File: src/rtl/riscv_pkg.sv
// Shared fetch-side definitions: address and instruction widths, the canonical
// NOP encoding, and the fetch front-end FSM state type.
package riscv_pkg;

   localparam int unsigned XLEN      = 64;
   localparam int unsigned INSTR_W   = 32;
   localparam logic [31:0] NOP_INSTR = 32'h0000_0013;

   typedef enum logic [1:0] {
      FETCH_IDLE  = 2'd0,
      FETCH_RUN   = 2'd1,
      FETCH_FAULT = 2'd2
   } fetch_state_e;

endpackage

File: src/rtl/fetch_fifo.sv
// Synchronous prefetch FIFO holding {pc, instruction} entries.
// Ports:
//   clk, reset            clock, asynchronous active-low reset
//   flush                 empties the FIFO; overrides push and pop that cycle
//   push, push_data       write an entry (ignored when full without a pop)
//   pop                   drop the head entry (ignored when empty)
//   head_data             head entry; holds the last presented entry while empty
//   empty, count          occupancy status
module fetch_fifo
   import riscv_pkg::*;
#(
   parameter int unsigned DEPTH = 4,
   parameter int unsigned WIDTH = XLEN + INSTR_W
) (
   input  logic                     clk,
   input  logic                     reset,
   input  logic                     flush,
   input  logic                     push,
   input  logic [WIDTH-1:0]         push_data,
   input  logic                     pop,
   output logic [WIDTH-1:0]         head_data,
   output logic                     empty,
   output logic [$clog2(DEPTH):0]   count
);

   localparam int unsigned AW = $clog2(DEPTH);
   localparam int unsigned CW = AW + 1;
   localparam logic [CW-1:0] FULL_CNT = CW'(DEPTH);

   logic [WIDTH-1:0] mem [DEPTH];
   logic [WIDTH-1:0] hold_q;
   logic [AW-1:0]    wr_ptr;
   logic [AW-1:0]    rd_ptr;
   logic [CW-1:0]    cnt;
   logic             do_push;
   logic             do_pop;

   assign empty   = (cnt == '0);
   assign count   = cnt;
   assign do_pop  = pop && !empty && !flush;
   assign do_push = push && !flush && ((cnt != FULL_CNT) || do_pop);

   always_ff @(posedge clk or negedge reset) begin
      if (!reset) begin
         wr_ptr <= '0;
         rd_ptr <= '0;
         cnt    <= '0;
      end else if (flush) begin
         wr_ptr <= '0;
         rd_ptr <= '0;
         cnt    <= '0;
      end else begin
         if (do_push) wr_ptr <= wr_ptr + 1'b1;
         if (do_pop)  rd_ptr <= rd_ptr + 1'b1;
         case ({do_push, do_pop})
            2'b10:   cnt <= cnt + 1'b1;
            2'b01:   cnt <= cnt - 1'b1;
            default: cnt <= cnt;
         endcase
      end
   end

   always_ff @(posedge clk) begin
      if (do_push) mem[wr_ptr] <= push_data;
   end

   // Remember whatever the head last showed so the outputs stay put while empty.
   always_ff @(posedge clk or negedge reset) begin
      if (!reset)      hold_q <= '0;
      else if (!empty) hold_q <= mem[rd_ptr];
   end

   assign head_data = empty ? hold_q : mem[rd_ptr];

endmodule

File: src/rtl/fetch_prefetch.sv
// Instruction fetch front-end: issues sequential word reads to a registered-read
// memory, tags each returned word with its PC in a prefetch FIFO, and hands the
// FIFO head to decode over valid/ready. Execute may redirect the stream.
// Optional feature macro: FETCH_MISALIGN_CHECK_EN (misaligned redirect -> sticky
// fetch_fault and FAULT state; otherwise redirect_pc[1:0] is ignored).
// Ports:
//   clk, reset                     clock, asynchronous active-low reset
//   fetch_en                       allow new requests
//   mem_addr, mem_rstrb, mem_rdata memory read request / next-cycle data
//   instr_valid/ready/data/pc      decode handshake and FIFO head
//   redirect_valid, redirect_pc    flush and restart fetch
//   fetch_fault                    sticky misaligned-redirect flag
module fetch_prefetch
   import riscv_pkg::*;
#(
   parameter int unsigned     XLEN     = riscv_pkg::XLEN,
   parameter int unsigned     DEPTH    = 4,
   parameter logic [XLEN-1:0] RESET_PC = '0
) (
   input  logic              clk,
   input  logic              reset,
   input  logic              fetch_en,
   output logic [XLEN-1:0]   mem_addr,
   output logic              mem_rstrb,
   input  logic [31:0]       mem_rdata,
   output logic              instr_valid,
   input  logic              instr_ready,
   output logic [31:0]       instr_data,
   output logic [XLEN-1:0]   instr_pc,
   input  logic              redirect_valid,
   input  logic [XLEN-1:0]   redirect_pc,
   output logic              fetch_fault
);

   localparam int unsigned CW = $clog2(DEPTH) + 1;
   localparam logic [CW-1:0] DEPTH_CNT = CW'(DEPTH);

   fetch_state_e               state_q;
   fetch_state_e               state_d;
   logic [XLEN-1:0]            fetch_pc_q;
   logic [XLEN-1:0]            inflight_pc_q;
   logic                       inflight_q;
   logic [CW-1:0]              fifo_count;
   logic                       fifo_empty;
   logic [XLEN+INSTR_W-1:0]    fifo_head;
   logic                       credit_ok;
   logic                       issue;
   logic                       resp_kill;
   logic                       resp_push;
   logic                       misalign;
   logic [XLEN-1:0]            redirect_aligned;

   assign redirect_aligned = {redirect_pc[XLEN-1:2], 2'b00};

`ifdef FETCH_MISALIGN_CHECK_EN
   assign misalign = redirect_valid && (redirect_pc[1:0] != 2'b00);
`else
   logic unused_redirect_lsb;
   assign misalign            = 1'b0;
   assign unused_redirect_lsb = ^redirect_pc[1:0];
`endif

   // Entries held plus the one response still in flight must fit in the FIFO,
   // so a landing response always has a free slot.
   assign credit_ok = (fifo_count + CW'(inflight_q)) < DEPTH_CNT;

   always_comb begin
      state_d = state_q;
      issue   = 1'b0;
      unique case (state_q)
         FETCH_IDLE: begin
            if (fetch_en) state_d = FETCH_RUN;
         end
         FETCH_RUN: begin
            issue = fetch_en && credit_ok && !redirect_valid;
            if (!fetch_en) state_d = FETCH_IDLE;
         end
         FETCH_FAULT: begin
            state_d = FETCH_FAULT;
         end
         default: state_d = FETCH_IDLE;
      endcase
      // A redirect returns to RUN directly when fetch is enabled so the first
      // request to the new PC goes out in the very next cycle.
      if (redirect_valid) begin
         if (misalign)                   state_d = FETCH_FAULT;
         else if (state_q == FETCH_FAULT) state_d = FETCH_RUN;
         else if (fetch_en)              state_d = FETCH_RUN;
         else                            state_d = FETCH_IDLE;
      end
   end

   always_ff @(posedge clk or negedge reset) begin
      if (!reset) begin
         state_q       <= FETCH_IDLE;
         fetch_pc_q    <= RESET_PC;
         inflight_q    <= 1'b0;
         inflight_pc_q <= '0;
      end else begin
         state_q    <= state_d;
         inflight_q <= issue;
         if (issue) inflight_pc_q <= fetch_pc_q;
         if (redirect_valid)  fetch_pc_q <= redirect_aligned;
         else if (issue)      fetch_pc_q <= fetch_pc_q + XLEN'(4);
      end
   end

   // Issue is suppressed during a redirect, so the only response that can be
   // in flight across a redirect is the one landing in that same cycle.
   assign resp_kill = inflight_q && redirect_valid;
   assign resp_push = inflight_q && !resp_kill;

`ifdef FETCH_MISALIGN_CHECK_EN
   logic fault_q;
   always_ff @(posedge clk or negedge reset) begin
      if (!reset)              fault_q <= 1'b0;
      else if (redirect_valid) fault_q <= misalign;
   end
   assign fetch_fault = fault_q;
`else
   assign fetch_fault = 1'b0;
`endif

   fetch_fifo #(
      .DEPTH (DEPTH),
      .WIDTH (XLEN + INSTR_W)
   ) u_fifo (
      .clk       (clk),
      .reset     (reset),
      .flush     (redirect_valid),
      .push      (resp_push),
      .push_data ({inflight_pc_q, mem_rdata}),
      .pop       (instr_valid && instr_ready),
      .head_data (fifo_head),
      .empty     (fifo_empty),
      .count     (fifo_count)
   );

   assign mem_addr    = fetch_pc_q;
   assign mem_rstrb   = issue;
   assign instr_valid = !fifo_empty;
   assign instr_data  = fifo_head[INSTR_W-1:0];
   assign instr_pc    = fifo_head[XLEN+INSTR_W-1:INSTR_W];

endmodule

File: config.mk
export PLATFORM = sky130hd
export DESIGN_NAME = fetch_prefetch
export DESIGN_NICKNAME = d
export VERILOG_FILES = /design/src/rtl/riscv_pkg.sv /design/src/rtl/fetch_fifo.sv /design/src/rtl/fetch_prefetch.sv
export SDC_FILE = /design/constraint.sdc
export NUM_CORES = 1
export LEC_CHECK = 0
export CORE_ASPECT_RATIO = 1.2
export CORE_MARGIN = 3
export CORE_UTILIZATION = 50
export CTS_BUF_LIST = sky130_fd_sc_hd__clkbuf_2 sky130_fd_sc_hd__clkbuf_4 sky130_fd_sc_hd__clkbuf_8
export DETAILED_ROUTE_END_ITERATION = 12
export DONT_BUFFER_PORTS = 1
export GPL_TIMING_DRIVEN = 0
export PLACE_DENSITY = 0.73
export SYNTH_ARGS = -nofsm -noshare
export SYNTH_HDL_FRONTEND = slang
export SYNTH_SLANG_ARGS = --single-unit
File: constraint.sdc
create_clock -name clk -period 4 [get_ports clk]
set_input_delay 0.2 -clock clk [delete_from_list [all_inputs] [get_ports clk]]
set_output_delay 0.2 -clock clk [all_outputs]
set_load 0.01 [all_outputs]
==> Word level (Yosys, flattened, before mapping) <==
Memories as Yosys holds them, arrays and structs flattened.
Cells that the tools add are included.
W data, S select, Z words.
{ "totals": {"mem_bits_rw": 384, "register_bits": 234, "inputBits": 101, "n_memories": 1, "word_cells": 61} }
{ "memory_table": {"columns": ["name", "words", "word_bits", "read_ports", "rd_ports_with_merged_regs", "write_ports", "line", "text"], "rows": [
  ["u_fifo.mem", 4, 96, 1, 0, 1, "fetch_fifo.sv:30", "logic [WIDTH-1:0] mem [DEPTH];"]
]} }
{ "op_classes": {"n_mux": 18, "n_lt_le_gt_ge": 1, "reduce_logical": 20, "eq_ne": 7, "add_sub_neg": 6} }
{ "ops": {"columns": ["operator", "n"], "rows": [
  ["$mux W64", 2],
  ["$mux W96", 1],
  ["$add A64 B3 Y64 const B", 1],
  ["$mux W2", 7],
  ["$logic_and A1 B1 Y1", 9],
  ["$ne A3 B3 Y1 const B", 3],
  ["$pmux W2 S3", 1],
  ["$pmux W3 S2", 1],
  ["$reduce_bool A2 Y1", 3],
  ["$mux W1", 5],
  ["$add A2 B1 Y2 const B", 2],
  ["$eq A2 B1 Y1 const B", 2],
  ["$eq A2 B2 Y1 const B", 2],
  ["$add A3 B1 Y3", 1],
  ["$add A3 B1 Y3 const B", 1],
  ["$logic_not A1 Y1", 3],
  ["$logic_not A3 Y1", 1],
  ["$lt A3 B3 Y1 const B", 1],
  ["$mux W3", 1],
  ["$reduce_bool A3 Y1", 1],
  ["$sub A3 B1 Y3 const B", 1],
  ["$logic_not A2 Y1", 1],
  ["$reduce_and A2 Y1", 1],
  ["$logic_or A1 B1 Y1", 1]
]} }

==> Logic depth before layout (Yosys ltp) <==
Gate-level depths: netlist of run 1.
{ "depth": {"ltp_word": 10, "depth_mapped": 9, "ltp_nobuf": 6} }

==> Modules after synthesis <==
From an unflattened synthesis of run 1, not the netlist that was laid out.
{ "hier_totals": {"hier_cells": 1523, "hier_area_um2": 24551.0} }
{ "by_module_without_submodules": {"columns": ["module", "area_per_inst_um2", "instances", "seq_area_each_um2", "cells_per_inst"], "rows": [
  ["fetch_fifo", 17938.5, 1, 14108.5, 768],
  ["fetch_prefetch", 6612.6, 1, 3178.0, 755]
]} }

==> Worst setup path after synthesis of run 1 <==
No wires, ideal clock.
{ "synth_path": {"path_type": "reg2reg", "from": "reg u_fifo.cnt[0], in the netlist u_fifo.count[0]", "to": "mem u_fifo.mem[1][0] (netlist name) (enable)", "path_stages_with_launch": 5, "slack_ps": 383, "required_ps": 3537, "n_path_buf": 1, "t_arrival_ps": 3154, "cell_sequence": "dfrtp_1 > or4b_1 > and3_1 > clkbuf_1 > and2_1"} }
{ "synth_between": {"elab_chain_cells": 9, "elab_cells_between_ends": 10, "classes_between": "eq/ne: 1; mux: 2; reduce/logical: 7"} }
{ "synth_lines": {"columns": ["item", "line", "text"], "rows": [
  ["start: declaration", "fetch_fifo.sv:34", "logic [CW-1:0] cnt;"],
  ["start signal: assignment", "fetch_fifo.sv:56", "2'b10: cnt <= cnt + 1'b1;"],
  ["start signal: assignment", "fetch_fifo.sv:57", "2'b01: cnt <= cnt - 1'b1;"],
  ["start signal: assignment", "fetch_fifo.sv:58", "default: cnt <= cnt;"],
  ["$logic_not A3 Y1", "fetch_fifo.sv:38", "assign empty = (cnt == '0);"],
  ["$logic_not A1 Y1", "fetch_fifo.sv:40, fetch_prefetch.sv:141", null],
  ["$logic_and A1 B1 Y1", "fetch_prefetch.sv:133", ".pop (instr_valid && instr_ready),"],
  ["$logic_and A1 B1 Y1 (2 in series)", "fetch_fifo.sv:40", "assign do_pop = pop && !empty && !flush;"],
  ["$logic_or A1 B1 Y1 *", "fetch_fifo.sv:41", "assign do_push = push && !flush && ((cnt != FULL_CNT) || do_pop);"],
  ["$logic_and A1 B1 Y1 *", "fetch_fifo.sv:41", null],
  ["$mux W1 *", "fetch_fifo.sv:64", "if (do_push) mem[wr_ptr] <= push_data;"],
  ["$mux W1 (not written as such) *", "fetch_fifo.sv:64", null],
  ["end: declaration", "fetch_fifo.sv:30", null]
]} }
Mark *: on every way between the ends. The rest lies on a longest branch, timed or not.

==> Worst setup path after layout of run 1 <==
{ "layout_path": {"from": "reg u_fifo.rd_ptr[1]", "to": "out instr_pc[4]"} }
{ "layout_between": {"elab_chain_cells": 2} }
{ "layout_lines": {"columns": ["item", "line", "text"], "rows": [
  ["start: declaration", "fetch_fifo.sv:33", "logic [AW-1:0] rd_ptr;"],
  ["start signal: assignment", "fetch_fifo.sv:54", "if (do_pop) rd_ptr <= rd_ptr + 1'b1;"],
  ["$mem_v2 Z4 W96", null, null],
  ["$mux W96", "fetch_fifo.sv:73", "assign head_data = empty ? hold_q : mem[rd_ptr];"],
  ["end: declaration", "fetch_prefetch.sv:29", "output logic [XLEN-1:0] instr_pc,"]
]} }
Every way passes these cells.

==> results of run 1 <==
[synth_stat cells, types with 4 or more instances]
library cell  count
clkbuf_1         68
a21oi_1          20
and3_1           23
o21ai_0          30
inv_1            14
o211ai_1         29
nor3_1           10
and2_1           11
a31oi_1           7
dfrtp_1         230
edfxtp_1        376
and4_1            4
mux2i_1           5
buf_2            10
ha_1              5
nor4_1            5
nand2_1         517
nand3_1          53
a22oi_1          13
o311ai_0         19
buf_1             9
or3_1            10
a221o_1           5
nor2_1           22
or4_1            18
nand4_1          24
mux4_2           94
xor2_1            4
[flip-flops by register name, indices dropped and copies added, names as in the netlist]
signal         flops
inflight_pc_q     62
mem_addr          62
inflight_q         1
u_fifo.hold_q     96
u_fifo.count       3
u_fifo.wr_ptr      2
state_q            2
u_fifo.rd_ptr      2
u_fifo.mem       376
[report_power, final]
| part | leakage, nW | total [mW] | switching (mW) | internal [mW] |
|---|---|---|---|---|
| Clock | 1.07 | 5.55 | 2.35 | 3.19 |
| Combinational | 3.27 | 1.84 | 1.32 | 0.525 |
| Sequential | 6.28 | 7.97 | 0.525 | 7.45 |
| Total | 10.6 | 15.4 | 4.20 | 11.2 |
[path summary, 6_finish.rpt]
kind / start / endpoint / slack, ps / cells after the start
max in group asynchronous: reset / mem_addr[2]$_DFFE_PN0P_ / 4240 / 0
max reg2reg: u_fifo.count[0]$_DFFE_PN0P_ / inflight_pc_q[15]$_DFFE_PN0P_ / 650 / 7
max: u_fifo.rd_ptr[1]$_DFFE_PN0P_ / instr_pc[4] / 280 / 6
min: reset / u_fifo.hold_q[33]$_DFF_PN0_ / -730 / 0
min in group clk: redirect_valid / mem_addr[28]$_DFFE_PN0P_ / 110 / 3
min reg2reg: state_q[1]$_DFFE_PN0P_ / state_q[0]$_DFFE_PN0P_ / 510 / 1
[final cells by class]
| class | count | area [um^2] | share of cell area, % |
|---|---|---|---|
| buffer | 90 | 363 | 1.30 |
| clock buffer | 133 | 1610 | 5.78 |
| timing repair buffer | 101 | 1080 | 3.88 |
| antenna | 4 | 10.0 | 0.0359 |
| clock inverter | 41 | 439 | 1.58 |
| inverter | 16 | 60.1 | 0.215 |
| sequential | 606 | 17000 | 61.1 |
| tap | 623 | 779 | 2.80 |
| multi-input combinational | 972 | 6490 | 23.3 |
[metrics by stage]
stage / hold WS [ps] / util, % / power [mW] / setup WS (ps) / cell area (um^2)
after floorplan: -95.6 / - / 9.16 / 383 / 23900
after global placement: -83.7 / 52.4 / 9.75 / -1480 / 24700
after detailed placement: -83.2 / 52.7 / 9.86 / 732 / 24900
after CTS: -834 / 59.1 / 15.5 / 30.3 / 27900
after global routing: -793 / 59.1 / 16.1 / 87.8 / 27900
final: -729 / 59.2 / 15.4 / 283 / 27900
[what timing repair did]
action                                 4_1_cts  5_1_grt
resized for setup                            0        3
endpoints found under the hold margin      423      230
setup endpoints to repair                    0       29
[per-layer routing]
metal  routed length, um  global-route usage [%]  vias to the layer above
li1                    -                       -                     6633
met1               23200                    31.2                     7547
met2               30200                    40.2                      770
met3                6510                    8.00                      139
met4                2000                    9.93                        0
met5                   0                       0                        -
[worst max-delay path, cell delays in order (launching register included)]
cell,delay (ps)
dfrtp_1,320
clkbuf_1,360
clkbuf_1,870
clkbuf_1,620
mux4_2,410
nand2_1,130
nand2_1,130
[logic make-up after synthesis]
kind of cell	Yosys count	synth area share (%)
AND/OR/NAND/NOR	715	13.3
flip-flops	606	71.2
multiplexers	101	9.15
other	1	0.0157
buffers and inverters	106	1.76
adder cells (fa/ha/maj)	6	0.345
XOR/XNOR	6	0.220
AO/OA/AOI/OAI	141	4.04
==> key figures, run 1 <==
Logic synthesis
  – Post-synth top area cell: edfxtp_1
  – Synth top area share: 47.2%
  – Number of synthesized flops with an enable pin: 376
  – Distinct cells, synth: 57
  – Most area-consuming cells after synthesis: edfxtp_1, dfrtp_1, mux4_2
  – Post-synthesis register bit count: 606
  – Syn Std Cell Area: 23,900 um^2
  – Synth Instances: 1,682
  – Async SR Flop Fraction: 38.0%
  – Top_reg_cell synth: edfxtp_1
  – Mean post-synth cell area: 14.2 um^2
  – YS warnings: 0
  – Sequential area share after synthesis: 71.2%

STA
  – Setup tns final: 0 ps
  – Worst-Margin Slew: 1120 ps
  – Slew Viols, Final: 0
  – Final setup violation count: 0
  – Max Freq: 269 MHz
  – Unrepaired setup endpoints after global routing: no
  – Hold slack: -729 ps
  – Slew HR: 24.6%
  – Final Hold Viols: 230
  – Period utilisation layout: 92.9%
  – Minimum clock period: 3720 ps
  – Clock Skews: 33.9 ps

Clock tree
  – CTS Sinks: 606
  – Post-CTS Hold Fix Bufs: 96
  – Clock slew at reported path FFs: 60 ps
  – Setup Buffers After CTS: 0
  – Total CTS buffers: 93
  – Maximum clock path buffer count: 3
  – Clock Tree Root: clkbuf_8
  – Skew-Pair Late Insertion Delay: 670 ps
  – TritonCTS clock tree: yes
  – H-Tree Depth: 3

Routing
  – Detailed Route Iter0 Violations: 1,335
  – Initial DRT Pass Iterations: 7
  – WL/cell: 23.9 um
  – Drc violations: 0
  – Total Wirelength: 61.9 mm
  – Routed Antenna Nets: 0
  – Vias per cell: 5.83
  – Via count: 15,100

Finish
  – Most common cell after layout, fill and taps aside: nand2_1
  – Fillers: 3,562
  – Layout cells sized above 1: 14.9%
  – Area grow syn2layout: 16.5%
  – Non-Filler Instances: 2,586
  – Nets: 1,987
  – Most frequent cells in the layout: nand2_1, edfxtp_1, dfrtp_1

Critical path
  – CP Data Arrival Time: 3520 ps
  – CP Class: register to primary output
  – Critical Path Fanout Max: 10
  – Endpoint type of the worst setup path: primary output
  – CP required: 3800 ps
  – Startpoint Class: register

Floorplanning
  – Starting Density: 50.8%
  – DIE AREA: 50,500 um^2
  – Row count: 87
  – Die Y: 246 um
  – Die Wd: 206 um
  – Ports: 264
  – Core ar.: 47,100 um^2

Placement
  – Routability congestion estimate: 0.928
  – DPL Wire Length: 40.7 mm
  – IO Port Bufs: 0
  – Placed cells: 2,312

GRT
  – Gr ovfl total: 0
  – First-pass GRT wire length: 94.6 mm
  – Initial antenna violation count: 3
  – Largest net degree at the start of global routing: 231
  – Total GRT Usage: 24.9%
  – Vias in the first global route: 15,700

Job
  – Max-cap violation count: 0

Power
  – Pwr/cell area: 551 nW/um^2
  – Leak pwr: 10.6 nW
  – Peak VDD IR: 0.000247 V

Status
  – Status: finished, violations left
  – Failing checks: hold timing

Hold path
  – Hold Crit Class: input port to async pin
Power figures use the tool's default switching activity.
==> run 2, diff against run 1 <==
--- a/config.mk
+++ b/config.mk
@@ -9,6 +9,7 @@
 export CORE_MARGIN = 3
 export CORE_UTILIZATION = 50
 export CTS_BUF_LIST = sky130_fd_sc_hd__clkbuf_2 sky130_fd_sc_hd__clkbuf_4 sky130_fd_sc_hd__clkbuf_8
+export CTS_CLUSTER_DIAMETER = 200
 export DETAILED_ROUTE_END_ITERATION = 12
 export DONT_BUFFER_PORTS = 1
 export GPL_TIMING_DRIVEN = 0
==> constraint.sdc (replaced) <==
create_clock -name clk -period 4 [get_ports clk]
set_input_delay 1 -clock clk [delete_from_list [all_inputs] [get_ports clk]]
set_output_delay 1 -clock clk [all_outputs]
set_load 0.01 [all_outputs]
==> run 2 against run 1 <==
Against the previous run: the flow now finishes without violations; sequential cell count unchanged; global-route usage decreased by 0.45 points; worst hold slack better by 930 ps; non-clock buffer count down 91; utilization is 1.9 points lower; count of clock-buffer cells in the layout unchanged; critical path type unchanged; largest cell class unchanged; highest routed layer unchanged.
==> key figures, run 2 (synthesized netlist as in run 1, its figures left out) <==
Clock tree
  – CTS Sinks: 606 (unchanged)
  – Clock slew at reported path FFs: 70 ps (was 60 ps)
  – Clock Tree Root: clkbuf_8 (unchanged)
  – Total CTS buffers: 91 (was 93)
  – TritonCTS clock tree: yes (unchanged)
  – H-Tree Depth: 3 (unchanged)
  – Skew-Pair Late Insertion Delay: 670 ps (about the same)
  – Maximum clock path buffer count: 3 (unchanged)

Floorplanning
  – Core ar.: 47,100 um^2 (unchanged)
  – Starting Density: 50.8% (unchanged)
  – Row count: 87 (unchanged)
  – Ports: 264 (unchanged)
  – Die Wd: 206 um (unchanged)
  – DIE AREA: 50,500 um^2 (unchanged)
  – Die Y: 246 um (unchanged)

GRT
  – Gr ovfl total: 0 (unchanged)
  – Met3 GRT Util: 7.24% (was 8.00%)
  – Grt peak-use layer: met2 (unchanged)
  – Largest net degree at the start of global routing: 140 (was 231)
  – Total GRT Usage: 24.4% (was 24.9%)
  – Initial antenna violation count: 3 (unchanged)
  – GR Util met1: 31.2% (about the same)
  – Vias in the first global route: 14,900 (was 15,700)
  – GRT met2 Usage: 39.3% (was 40.2%)
  – First-pass GRT wire length: 91.7 mm (was 94.6 mm)

Critical path
  – CP required: 3000 ps (was 3800 ps)
  – CP Data Arrival Time: 2870 ps (was 3520 ps)
  – CP Class: register to primary output (unchanged)
  – Startpoint Class: register (unchanged)
  – Endpoint type of the worst setup path: primary output (unchanged)
  – Critical Path, Cell by Cell: clkbuf_1 -> clkbuf_2 -> clkbuf_2 -> mux4_2 -> nand2_1 -> nand2_1 (was clkbuf_1 -> clkbuf_1 -> clkbuf_1 -> mux4_2 -> nand2_1 -> nand2_1)
  – Critical path's top delay family: buffers and inverters (unchanged)
  – Largest stage delay, worst path: 490 ps (was 870 ps)
  – Levels on crit path: 6 (unchanged)
  – Reg2Reg Depth: 7 (unchanged)
  – Worst reg-to-reg setup slack: 620 ps (was 650 ps)
  – Slowest-stage cell, CP: clkbuf_2 (was clkbuf_1)
  – WP buf/inv: 3 (unchanged)
  – Critical Path Fanout Max: 10 (unchanged)

Placement
  – DPL Wire Length: 40.6 mm (was 40.7 mm)
  – Placed cells: 2,316 (was 2,312)
  – Pre-CTS setup slack: -255 ps (was 732 ps)
  – Routability congestion estimate: 0.922 (was 0.928)
  – Placed cell areas: 24,900 um^2 (about the same)
  – IO Port Bufs: 0 (unchanged)

Routing
  – Detailed Route Iter0 Violations: 1,426 (was 1,335)
  – Drc violations: 0 (unchanged)
  – Initial DRT Pass Iterations: 5 (was 7)
  – WL/cell: 24.6 um (was 23.9 um)
  – Vias per cell: 5.94 (was 5.83)
  – Via count: 14,800 (was 15,100)
  – Routed Antenna Nets: 0 (unchanged)
  – Total Wirelength: 61.2 mm (was 61.9 mm)

Finish
  – Final core utilization: 57.2% (was 59.2%)
  – Max reg flops: 376 (unchanged)
  – Fillers: 3,654 (was 3,562)
  – Top reg by flops: u_fifo.mem (unchanged)
  – Non-Filler Instances: 2,491 (was 2,586)
  – Area grow syn2layout: 12.7% (was 16.5%)
  – Most frequent cells in the layout: nand2_1, edfxtp_1, dfrtp_1 (unchanged)
  – Biggest regs: u_fifo.mem x376, u_fifo.hold_q x96 (unchanged)
  – Most common cell after layout, fill and taps aside: nand2_1 (unchanged)
  – Layout cells sized above 1: 16.7% (was 14.9%)
  – Final Cell Area: 27,000 um^2 (was 27,900 um^2)
  – Nets: 1,894 (was 1,987)

Job
  – Max-cap violation count: 0 (unchanged)

STA
  – Period utilisation layout: 96.7% (was 92.9%)
  – Worst-Margin Slew: 1130 ps (was 1120 ps)
  – Final setup violation count: 0 (unchanged)
  – Slew Viols, Final: 0 (unchanged)
  – Clock Skews: 35.6 ps (was 33.9 ps)
  – Minimum clock period: 3870 ps (was 3720 ps)
  – Min setup slack post-route: 130 ps (was 283 ps)
  – Max Freq: 258 MHz (was 269 MHz)
  – Final Hold Viols: 0 (was 230)
  – Slew HR: 23.9% (was 24.6%)

Status
  – Status: completed (was finished, violations left)

Power
  – Leak pwr: 10.3 nW (was 10.6 nW)
  – Pwr/cell area: 560 nW/um^2 (was 551 nW/um^2)
  – Peak VDD IR: 0.000278 V (was 0.000247 V)
  – Total power: 15.1 mW (was 15.4 mW)

Hold path
  – Hold Crit Class: input port to async pin (unchanged)
## run 2: stage by stage
stage                     setup TNS, ps  hold WS [ps]
after floorplan                       0           459
after global placement          -210530           473
after detailed placement           -596           489
after CTS                             0           136
after global routing             -0.102           160
final                                 0           203
## run 2: per-layer routing
layer  wire length (um)  share of wire [%]
met1              23400                 38
met2              29900                 49
met3               5970                9.8
met4               1880                3.1
met5                  0                  0
## run 2: final timing paths
path | from | to
worst max-delay path | u_fifo.rd_ptr[1]$_DFFE_PN0P_ | instr_pc[4]
worst min-delay path | reset | inflight_pc_q[44]$_DFFE_PN0P_
worst max register to register | u_fifo.count[1]$_DFFE_PN0P_ | mem_addr[29]$_DFFE_PN0P_
worst min register to register | state_q[1]$_DFFE_PN0P_ | state_q[0]$_DFFE_PN0P_
max in group asynchronous | reset | inflight_pc_q[8]$_DFFE_PN0P_
min in group clk | mem_rdata[25] | u_fifo.mem[3][25]$_DFFE_PP_
## run 2: what timing repair did
item,CTS,global route
gates resized for setup,21,4
setup endpoints to repair,93,7
hold buffers,3,0
pin swaps,0,0
buffers inserted,0,0
hold endpoints to repair,139,0
## run 2: final cells by class
cell class	count	area, um^2	share of cell area (%)
diodes	3	7.51	0.0278
plain buffers	88	398	1.47
clock buffers	133	1610	5.95
clock inverters	38	338	1.25
inverters	16	61.3	0.227
multi-input cells	972	6490	24.1
flip-flops and latches	606	17000	63.2
well taps	623	779	2.89
repair buffers	12	250	0.927
## run 2: power by group
| part | switching [mW] | internal (mW) |
|---|---|---|
| combinational | 1.33 | 0.477 |
| clock | 2.36 | 2.98 |
| sequential | 0.531 | 7.45 |
| total | 4.22 | 10.9 |
==> run 3, diff against run 2 <==
==> constraint.sdc (replaced) <==
create_clock -name clk -period 4 [get_ports clk]
set_input_delay 0.4 -clock clk [delete_from_list [all_inputs] [get_ports clk]]
set_output_delay 0.4 -clock clk [all_outputs]
set_load 0.01 [all_outputs]
==> run 3 against run 2 <==
Against the previous run: sequential share of layout area is 2.0 points lower; combinational power is 2% higher; via count is 2.3% higher; critical path depth is 1 higher; critical endpoint is now instr_pc[6]; the run now ends with hold timing left; clock power is 3.9% higher; sequential power hardly changed; power is 1.6% higher; maximum frequency is 2.0% higher; worst hold slack worse by 720 ps; register-to-register slack better by 50 ps; final cell count is 3.7% higher; routed wire length is 1.2% higher.
==> key figures, run 3 (synthesized netlist as in run 1, its figures left out) <==
Status
  – Status: finished, violations left (was completed)
  – Failing checks: hold timing

GRT
  – Largest net degree at the start of global routing: 231 (was 140)
  – GRT met2 Usage: 40.2% (was 39.3%)
  – Met3 GRT Util: 8.00% (was 7.24%)
  – Initial antenna violation count: 2 (was 3)
  – First-pass GRT wire length: 94.6 mm (was 91.7 mm)
  – Vias in the first global route: 15,700 (was 14,900)
  – Total GRT Usage: 24.8% (was 24.4%)
  – GR Util met1: 31.2% (about the same)
  – Gr ovfl total: 0 (unchanged)
  – Grt peak-use layer: met2 (unchanged)

Critical path
  – Startpoint Class: register (unchanged)
  – Slowest-stage cell, CP: clkbuf_1 (was clkbuf_2)
  – Endpoint type of the worst setup path: primary output (unchanged)
  – Reg2Reg Depth: 7 (unchanged)
  – CP required: 3600 ps (was 3000 ps)
  – CP Class: register to primary output (unchanged)
  – CP Data Arrival Time: 3390 ps (was 2870 ps)
  – Levels on crit path: 7 (was 6)
  – WP buf/inv: 4 (was 3)
  – Largest stage delay, worst path: 550 ps (was 490 ps)
  – Critical path's top delay family: buffers and inverters (unchanged)
  – Critical Path Fanout Max: 10 (unchanged)
  – Critical Path, Cell by Cell: nor3_2 -> buf_6 -> clkinv_1 -> clkbuf_1 -> clkbuf_1 -> nand2_1 -> nand2_1 (was clkbuf_1 -> clkbuf_2 -> clkbuf_2 -> mux4_2 -> nand2_1 -> nand2_1)

Power
  – Total power: 15.4 mW (was 15.1 mW)
  – Leak pwr: 10.6 nW (was 10.3 nW)
  – Peak VDD IR: 0.000243 V (was 0.000278 V)
  – Pwr/cell area: 551 nW/um^2 (was 560 nW/um^2)

Finish
  – Top reg by flops: u_fifo.mem (unchanged)
  – Area grow syn2layout: 16.5% (was 12.7%)
  – Area of the multi-input gates: 6490 um^2 (about the same)
  – Max reg flops: 376 (unchanged)
  – Fillers: 3,563 (was 3,654)
  – Nets: 1,987 (was 1,894)
  – Sequential cell area: 17,000 um^2 (unchanged)
  – Most frequent cells in the layout: nand2_1, edfxtp_1, dfrtp_1 (unchanged)
  – Biggest regs: u_fifo.mem x376, u_fifo.hold_q x96 (unchanged)
  – Layout cells sized above 1: 15.0% (was 16.7%)
  – Most common cell after layout, fill and taps aside: nand2_1 (unchanged)

Floorplanning
  – Ports: 264 (unchanged)
  – Core ar.: 47,100 um^2 (unchanged)
  – Starting Density: 50.8% (unchanged)
  – Die Wd: 206 um (unchanged)
  – Die Y: 246 um (unchanged)
  – Row count: 87 (unchanged)
  – DIE AREA: 50,500 um^2 (unchanged)

Clock tree
  – Clock Tree Root: clkbuf_8 (unchanged)
  – Maximum clock path buffer count: 3 (unchanged)
  – CTS Sinks: 606 (unchanged)
  – TritonCTS clock tree: yes (unchanged)
  – Skew-Pair Late Insertion Delay: 660 ps (was 670 ps)
  – Clock slew at reported path FFs: 70 ps (about the same)
  – Total CTS buffers: 93 (was 91)
  – H-Tree Depth: 3 (unchanged)
  – Setup Buffers After CTS: 0 (unchanged)
  – Post-CTS Hold Fix Bufs: 96 (was 3)

Placement
  – IO Port Bufs: 0 (unchanged)
  – Routability congestion estimate: 0.928 (was 0.922)
  – Pre-CTS setup slack: 611 ps (was -255 ps)
  – DPL Wire Length: 40.7 mm (was 40.6 mm)

STA
  – Hold slack: -521 ps (was 203 ps)
  – Slew HR: 30.6% (was 23.9%)
  – Max Freq: 264 MHz (was 258 MHz)
  – Unrepaired setup endpoints after global routing: no
  – Min setup slack post-route: 207 ps (was 130 ps)
  – Final setup violation count: 0 (unchanged)
  – Final Hold Viols: 230 (was 0)
  – Worst-Margin Slew: 1030 ps (was 1130 ps)
  – Minimum clock period: 3790 ps (was 3870 ps)
  – Period utilisation layout: 94.8% (was 96.7%)
  – Slew Viols, Final: 0 (unchanged)
  – Clock Skews: 36.4 ps (was 35.6 ps)

Routing
  – Total Wirelength: 62.0 mm (was 61.2 mm)
  – Routed Antenna Nets: 0 (unchanged)
  – Vias per cell: 5.86 (was 5.94)
  – WL/cell: 24.0 um (was 24.6 um)
  – Drc violations: 0 (unchanged)
  – Via count: 15,100 (was 14,800)
  – Initial DRT Pass Iterations: 5 (unchanged)
  – Detailed Route Iter0 Violations: 1,374 (was 1,426)

Job
  – Max-cap violation count: 0 (unchanged)

Hold path
  – Hold Crit Class: input port to async pin (unchanged)
==> run 3: cell count changes in the layout (fill, tap and decap cells not counted), sizes merged <==
cell,previous run,this run
diode,3,2
bufinv,6,9
clkinv,29,25
inv,18,16
clkdlybuf4s15,2,0
clkinvlp,1,7
buf,33,27
dlygate4sd3,0,96
clkbuf,198,201
==> run 3: what timing repair did <==
item                                    4_1_cts  5_1_grt
endpoints found under the setup margin       39        0
hold endpoints to repair                    422      230
gates resized for setup                       2        0
==> run 3: final timing paths <==
check | slack, ps | startpoint | to
min in group clk | 120 | instr_ready | u_fifo.rd_ptr[0]$_DFFE_PN0P_
hold reg to reg | 510 | inflight_pc_q[21]$_DFFE_PN0P_ | u_fifo.mem[3][53]$_DFFE_PP_
max in group asynchronous | 4020 | reset | mem_addr[2]$_DFFE_PN0P_
hold / removal | -520 | reset | u_fifo.hold_q[33]$_DFF_PN0_
setup / recovery | 210 | u_fifo.count[0]$_DFFE_PN0P_ | instr_pc[6]
setup reg to reg | 670 | u_fifo.count[1]$_DFFE_PN0P_ | inflight_pc_q[10]$_DFFE_PN0P_
==> run 3: cell type report <==
cell class	count	area share (%)
antenna	2	0.0180
clock inverter	41	1.58
multi-input combinational	972	23.3
sequential	606	61.1
buffer	90	1.31
clock buffer	133	5.78
timing repair buffer	101	3.88
inverter	16	0.215
tap	623	2.80
==> run 3: worst register-to-register path, stage by stage, from the launching register on <==
cell      delay [ps]
dfrtp_1          470
and4_1           230
o21ai_1          650
clkbuf_1         600
clkbuf_1         650
buf_1            460
nand2_1          120
nand2_1           80
==> run 3: through the flow <==
step / TNS [ps] / area [um^2] / util, % / instances / hold slack, ps
3_3_place_gp: -646950 / 24700 / 52.4 / 2307 / 116
3_5_place_dp: 0 / 24900 / 52.7 / 2312 / 117
5_1_grt: 0 / 27900 / 59.1 / 2584 / -593
6_report: 0 / 27900 / 59.1 / 2584 / -521
2_1_floorplan: 0 / 23900 / - / 1684 / 104
4_1_cts: 0 / 27900 / 59.1 / 2582 / -634
==> run 3: per-layer routing <==
metal	up-vias	part of all wire (%)
li1	6629	-
met1	7570	37
met2	796	49
met3	143	11
met4	0	3.4
met5	-	0
==> run 3: power by group <==
group	internal (mW)	switching [mW]
clock	3.19	2.35
combinational	0.525	1.32
sequential	7.45	0.524
total	11.2	4.20
